$ cat config.mk
export PLATFORM = sky130hd
export DESIGN_NAME = imem_loader
export DESIGN_NICKNAME = d
export VERILOG_FILES = /design/src/rtl/imem_loader.sv
export SDC_FILE = /design/constraint.sdc
export NUM_CORES = 1
export LEC_CHECK = 0
export BUFFER_PORTS_ARGS = -buffer_cell sky130_fd_sc_hd__buf_4
export CORE_UTILIZATION = 40
export CTS_BUF_LIST = sky130_fd_sc_hd__clkbuf_2
export CTS_CLUSTER_DIAMETER = 150
export DETAILED_ROUTE_END_ITERATION = 8
export GPL_TIMING_DRIVEN = 0
export MAX_ROUTING_LAYER = met4
export PLACE_DENSITY = 0.57
export SLEW_MARGIN = 15
export SYNTH_ARGS = -nofsm -noshare
export SYNTH_HDL_FRONTEND = slang
export SYNTH_SLANG_ARGS = --single-unit
$ cat constraint.sdc
create_clock -name clk -period 2.5 [get_ports clk]
set_input_delay 0.375 -clock clk [delete_from_list [all_inputs] [get_ports clk]]
set_output_delay 0.375 -clock clk [all_outputs]
set_load 0.05 [all_outputs]
$ cat src/rtl/imem_loader.sv
`default_nettype none
// +----------------------------------------------------------------------------+
// | imem_loader: boot loader that turns a framed byte stream into instruction |
// | memory writes and holds the core in reset until the frame checks out.     |
// | Revision: 1.0                                                              |
// +----------------------------------------------------------------------------+
module imem_loader #(
  parameter int ADDR_W = 10
) (
  input  logic              clk,
  input  logic              rst_n,
  input  logic [7:0]        rx_data,
  input  logic              rx_valid,
  output logic              rx_ready,
  output logic              imem_we,
  output logic [ADDR_W-1:0] imem_waddr,
  output logic [31:0]       imem_wdata,
  output logic              core_rst_n,
  output logic              busy,
  output logic              done,
  output logic              error
);

  localparam logic [7:0] SYNC_BYTE = 8'hA5;

  typedef enum logic [2:0] {
    S_IDLE   = 3'd0,
    S_CNT_LO = 3'd1,
    S_CNT_HI = 3'd2,
    S_DATA   = 3'd3,
    S_CHECK  = 3'd4,
    S_RUN    = 3'd5,
    S_ERROR  = 3'd6
  } state_t;

  state_t              state_q, state_d;
  logic                rx_ready_q, rx_ready_d;
  logic                imem_we_q, imem_we_d;
  logic [ADDR_W-1:0]   imem_waddr_q, imem_waddr_d;
  logic [31:0]         imem_wdata_q, imem_wdata_d;
  logic                core_rst_n_q, core_rst_n_d;
  logic                busy_q, busy_d;
  logic                done_q, done_d;
  logic                error_q, error_d;
  logic [15:0]         cnt_q, cnt_d;
  logic [7:0]          xor_q, xor_d;
  logic [ADDR_W:0]     widx_q, widx_d;
  logic [1:0]          lane_q, lane_d;
  logic [23:0]         word_q, word_d;

  logic                w_acc;
  logic                w_sync;
  logic [15:0]         w_count;
  logic                w_count_ovf;
  logic [ADDR_W:0]     w_widx_inc;
  logic                w_last_word;

  assign w_acc       = rx_valid && rx_ready_q;
  assign w_sync      = (rx_data == SYNC_BYTE);
  assign w_count     = {rx_data, cnt_q[7:0]};
  // Word index carries one extra bit so that a full 2^ADDR_W load is legal.
  assign w_count_ovf = ({1'b0, w_count} > (17'd1 << ADDR_W));
  assign w_widx_inc  = widx_q + {{ADDR_W{1'b0}}, 1'b1};
  assign w_last_word = (17'(w_widx_inc) == {1'b0, cnt_q});

  always_comb begin
    state_d      = state_q;
    rx_ready_d   = 1'b1;
    imem_we_d    = 1'b0;
    imem_waddr_d = imem_waddr_q;
    imem_wdata_d = imem_wdata_q;
    core_rst_n_d = core_rst_n_q;
    busy_d       = busy_q;
    done_d       = done_q;
    error_d      = error_q;
    cnt_d        = cnt_q;
    xor_d        = xor_q;
    widx_d       = widx_q;
    lane_d       = lane_q;
    word_d       = word_q;

    case (state_q)
      S_IDLE, S_ERROR: begin
        if (w_acc && w_sync) begin
          state_d = S_CNT_LO;
          busy_d  = 1'b1;
          error_d = 1'b0;
          xor_d   = 8'h00;
          widx_d  = '0;
          lane_d  = 2'd0;
        end
      end

      S_CNT_LO: begin
        if (w_acc) begin
          cnt_d[7:0] = rx_data;
          xor_d      = xor_q ^ rx_data;
          state_d    = S_CNT_HI;
        end
      end

      S_CNT_HI: begin
        if (w_acc) begin
          cnt_d[15:8] = rx_data;
          xor_d       = xor_q ^ rx_data;
          if (w_count_ovf) begin
            state_d = S_ERROR;
            error_d = 1'b1;
            busy_d  = 1'b0;
          end else if (w_count == 16'd0) begin
            state_d = S_CHECK;
          end else begin
            state_d = S_DATA;
          end
        end
      end

      S_DATA: begin
        if (w_acc) begin
          xor_d  = xor_q ^ rx_data;
          lane_d = lane_q + 2'd1;
          case (lane_q)
            2'd0: word_d[7:0]   = rx_data;
            2'd1: word_d[15:8]  = rx_data;
            2'd2: word_d[23:16] = rx_data;
            default: begin
              imem_we_d    = 1'b1;
              imem_wdata_d = {rx_data, word_q};
              imem_waddr_d = widx_q[ADDR_W-1:0];
              widx_d       = w_widx_inc;
              if (w_last_word) begin
                state_d = S_CHECK;
              end
            end
          endcase
        end
      end

      S_CHECK: begin
        if (w_acc) begin
          busy_d = 1'b0;
          if (rx_data == xor_q) begin
            state_d      = S_RUN;
            done_d       = 1'b1;
            core_rst_n_d = 1'b1;
          end else begin
            state_d = S_ERROR;
            error_d = 1'b1;
          end
        end
      end

      S_RUN: begin
        // Terminal: bytes are still accepted so the sender never stalls.
      end

      default: begin
        state_d = S_IDLE;
      end
    endcase
  end

  always_ff @(posedge clk or negedge rst_n) begin
    if (!rst_n) begin
      state_q      <= S_IDLE;
      rx_ready_q   <= 1'b0;
      imem_we_q    <= 1'b0;
      imem_waddr_q <= '0;
      imem_wdata_q <= 32'h0;
      core_rst_n_q <= 1'b0;
      busy_q       <= 1'b0;
      done_q       <= 1'b0;
      error_q      <= 1'b0;
      cnt_q        <= 16'h0;
      xor_q        <= 8'h00;
      widx_q       <= '0;
      lane_q       <= 2'd0;
      word_q       <= 24'h0;
    end else begin
      state_q      <= state_d;
      rx_ready_q   <= rx_ready_d;
      imem_we_q    <= imem_we_d;
      imem_waddr_q <= imem_waddr_d;
      imem_wdata_q <= imem_wdata_d;
      core_rst_n_q <= core_rst_n_d;
      busy_q       <= busy_d;
      done_q       <= done_d;
      error_q      <= error_d;
      cnt_q        <= cnt_d;
      xor_q        <= xor_d;
      widx_q       <= widx_d;
      lane_q       <= lane_d;
      word_q       <= word_d;
    end
  end

  assign rx_ready   = rx_ready_q;
  assign imem_we    = imem_we_q;
  assign imem_waddr = imem_waddr_q;
  assign imem_wdata = imem_wdata_q;
  assign core_rst_n = core_rst_n_q;
  assign busy       = busy_q;
  assign done       = done_q;
  assign error      = error_q;

endmodule
`default_nettype wire

==> run_results.csv <==
group,metric,value,unit
clock_network,cts_sinks,111,
synthesis,synth_top_area_share,53.3,%
synthesis,yosys-top-cells-count,"nand2_1, dfrtp_1, mux2_2",
global_routing,grt_use_total,20.8,%
clock_network,clk_path_buf_depth,2,
synthesis,synth_area,5210,sq um
sta,setup_tns,0,ns
clock_network,cts_buffers,9,
route,first_iter_violations,187,
sta,hold_viol,0,
sta,finalCriticalPeriod,2.25,ns
synthesis,synthMuxAreaShare,8.84,%
setup_path,arrival,2.77,ns
synthesis,synth_edf_count,0,
clock_network,clock_latency,0.63,ns
cells_and_area,num-fill-cells,1227,
floorplanning,die_w,116,um
placed_design,numPortBuffers,58,
pwr,cellLeakagePower,3.05,nW
pwr,pwr_density_cell,918,nW/um^2
clock_network,clk_pin_slew_worst_paths,0.32,ns
job,max-cap-violations,0,
synthesis,synth_flop_cell,"dfrtp_1",
synthesis,syn_area_per_cell,10.0,sq um
route,drc,0,
floorplanning,rows,41,
setup_path,critical_path_required,3.02,ns
synthesis,yosys.area_share.simple,20.2,%
sta,finClkSkew,0.0272,ns
clock_network,htree_num_levels,3,
synthesis,synth_top_family_by_area,"simple AND/OR/NAND/NOR gates",
floorplanning,start_util,41.1,%
cells_and_area,syn2layout_area_growth,17.0,%
route,wl_per_cell,16.0,um
synthesis,yosysSeqAreaShare,53.3,%
placed_design,post-dp-hpwl,8410,um
worst_hold_path,hp-class,"in -> async",
setup_path,worst-setup-path-type,"reg -> reg",
global_routing,antenna_found_initial,1,
setup_path,regToRegEndpoint,"state_q[0]",
synthesis,synth_cells,520,
floorplanning,die_h,116,um
clock_network,cts_tree,"yes",
synthesis,synthTopCellsByArea,"dfrtp_1, nand2_1, mux2_2",
setup_path,r2r_cells,8,
route,firstDrtPassIters,4,
global_routing,grt_max_degree,84,
floorplanning,core_area,12700,sq um
floorplanning,die-area,13500,sq um
pwr,max-vdd-ir-drop,0.389,mV
placed_design,preCtsSetupSlack,-0.0222,ns
placed_design,numPlacedInstances,751,
setup_path,crit_path_end_kind,"flop",
synthesis,synthAdderAreaFrac,1.20,%
clock_network,root_buffer,"clkbuf_2",
cells_and_area,layout-drive-gt1-share,24.0,%
sta,rsz0062_at_grt,"false",
synthesis,yosys_register_bits,111,
sta,fmax,445,MHz
synthesis,ys_warn_count,0,
sta,worst_pin_slew,0.737,ns
synthesis,yosys.cell_types.count,56,
placed_design,place_congestion,0.831,
global_routing,grt_pass1_vias,3924,
setup_path,r2r_setup_slack,0.25,ns
sta,min_period_over_period,89.9,%
route,dr_total_vias,3977,
synthesis,synthXorXnorAreaFrac,3.51,%
route,ant_nets,0,
cells_and_area,fin_nets,608,
synthesis,synth_compound_area_share,9.77,%
status,outcome,"finished clean",
setup_path,cp-start-kind,"flop",
sta,setup_violations,0,
route,wl,12300,um
cells_and_area,postLayoutCoreUtil,48.1,%
global_routing,grt_overflow,0,
sta,finalMaxSlewViolations,0,
setup_path,critPathMaxFanout,9,
route,via_per_inst,5.16,
synthesis,yosysMostFrequentCell,"nand2_1",
synthesis,syn_nets,536,
synthesis,synth_top_area_cell,"dfrtp_1",
setup_path,reg2reg_from,"widx_q[1]",
cells_and_area,fin_cells,770,
sta,slew-limit-headroom,50.9,%
synthesis,async_reset_ff_share,100,%
floorplanning,io_pins,59,
sta,setup_ws,0.254,ns
global_routing,grt_pass1_wl,20400,um
[critical path: stages (launching register included)]
cell,delay [ns]
dfrtp_2,0.44
ha_1,0.13
buf_2,0.20
nand4_2,0.22
or2_1,0.31
nor4_1,0.32
o32ai_2,0.15
o21bai_1,0.23
o211ai_1,0.14
[cell families after synthesis]
| logic type | count (synthesis) |
|---|---|
| AND/OR/NAND/NOR | 229 |
| flip-flops | 111 |
| AO/OA/AOI/OAI | 74 |
| multiplexers | 41 |
| buffers and inverters | 39 |
| XOR/XNOR | 20 |
| adder cells (fa/ha/maj) | 5 |
| other | 1 |
[metrics by stage]
stage	total power [mW]	cell area, sq um	hold WS, ns
6_report	5.60	6100	0.112
4_1_cts	5.63	6070	0.0476
2_1_floorplan	4.01	5210	0.0794
3_3_place_gp	4.47	5860	0.447
5_1_grt	5.97	6100	0.0766
3_5_place_dp	4.54	5890	0.273
[routing by layer]
metal  share of wire (%)  GRT usage [%]  vias up
li1                    -              -     1918
met5                   0              -        -
met4                 1.9           8.46        0
met2                  46           32.2       83
met1                  48           27.7     1958
met3                 4.2           2.91       18
[where the power goes]
group / internal, mW / switching [mW]
Combinational: 0.821 / 1.14
Sequential: 2.25 / 0.313
Clock: 0.448 / 0.628
[worst max path at each step]
stage                    start    endpoint  slack, ns
CTS                   rx_ready   widx_q[6]       0.09
global route         widx_q[0]  state_q[0]       0.09
detailed placement  rx_data[3]   widx_q[8]      -0.02
global placement    rx_data[3]   widx_q[9]     0.0009
finish               widx_q[1]  state_q[0]       0.25
floorplan            widx_q[1]  state_q[0]       0.49
[final cells by class]
| cell class | count | area (sq um) | area share (%) |
|---|---|---|---|
| Multi-Input combinational cell | 370 | 2280 | 37.4 |
| Timing Repair Buffer | 61 | 484 | 7.94 |
| Antenna cell | 1 | 2.50 | 0.0410 |
| Sequential cell | 111 | 2780 | 45.6 |
| Tap cell | 172 | 215 | 3.53 |
| Clock inverter | 7 | 126 | 2.07 |
| Buffer | 33 | 143 | 2.34 |
| Clock buffer | 9 | 45.0 | 0.739 |
| Inverter | 6 | 22.5 | 0.369 |
[timing repair]
action / 4_1_cts / 5_1_grt
hold buffers: 1 / 0
hold endpoints to repair: 111 / 0
buffers inserted: 0 / 1
gates resized for setup: 0 / 5
endpoints found under the setup margin: 0 / 11
[flip-flops by register name, summed over array words and instances (netlist names)]
signal / cells
busy: 1
cnt_q: 16
done: 1
error: 1
imem_waddr: 10
imem_wdata: 32
imem_we: 1
lane_q: 2
rx_ready: 1
state_q: 3
widx_q: 11
word_q: 24
xor_q: 8
[cell usage in the layout (no fill, tap or decap), types with 2 or more instances in the layout]
master       n
clkbuf_1    17
buf_2       11
a21oi_1     12
o21ai_0      6
or4_1        4
o2111ai_1    2
buf_4       59
nor2b_1      3
dfrtp_1    110
nand2b_1    11
bufinv_16    3
o21ai_1     22
nand3_1     14
and4_1       2
inv_1        5
inv_8        2
nor3_2       2
o2bb2ai_1    8
and3_1       6
nor2_1      16
buf_1        3
nand2_1    146
o41ai_1      2
o31ai_1      5
nor3_1       4
a21boi_0     2
mux2_2      40
xor2_1      13
clkbuf_2    10
ha_1         5
nor4_2       2
o211a_1      4
xnor2_1      6
nor4_1       9
Note: power is estimated with default switching activity, not from simulation.
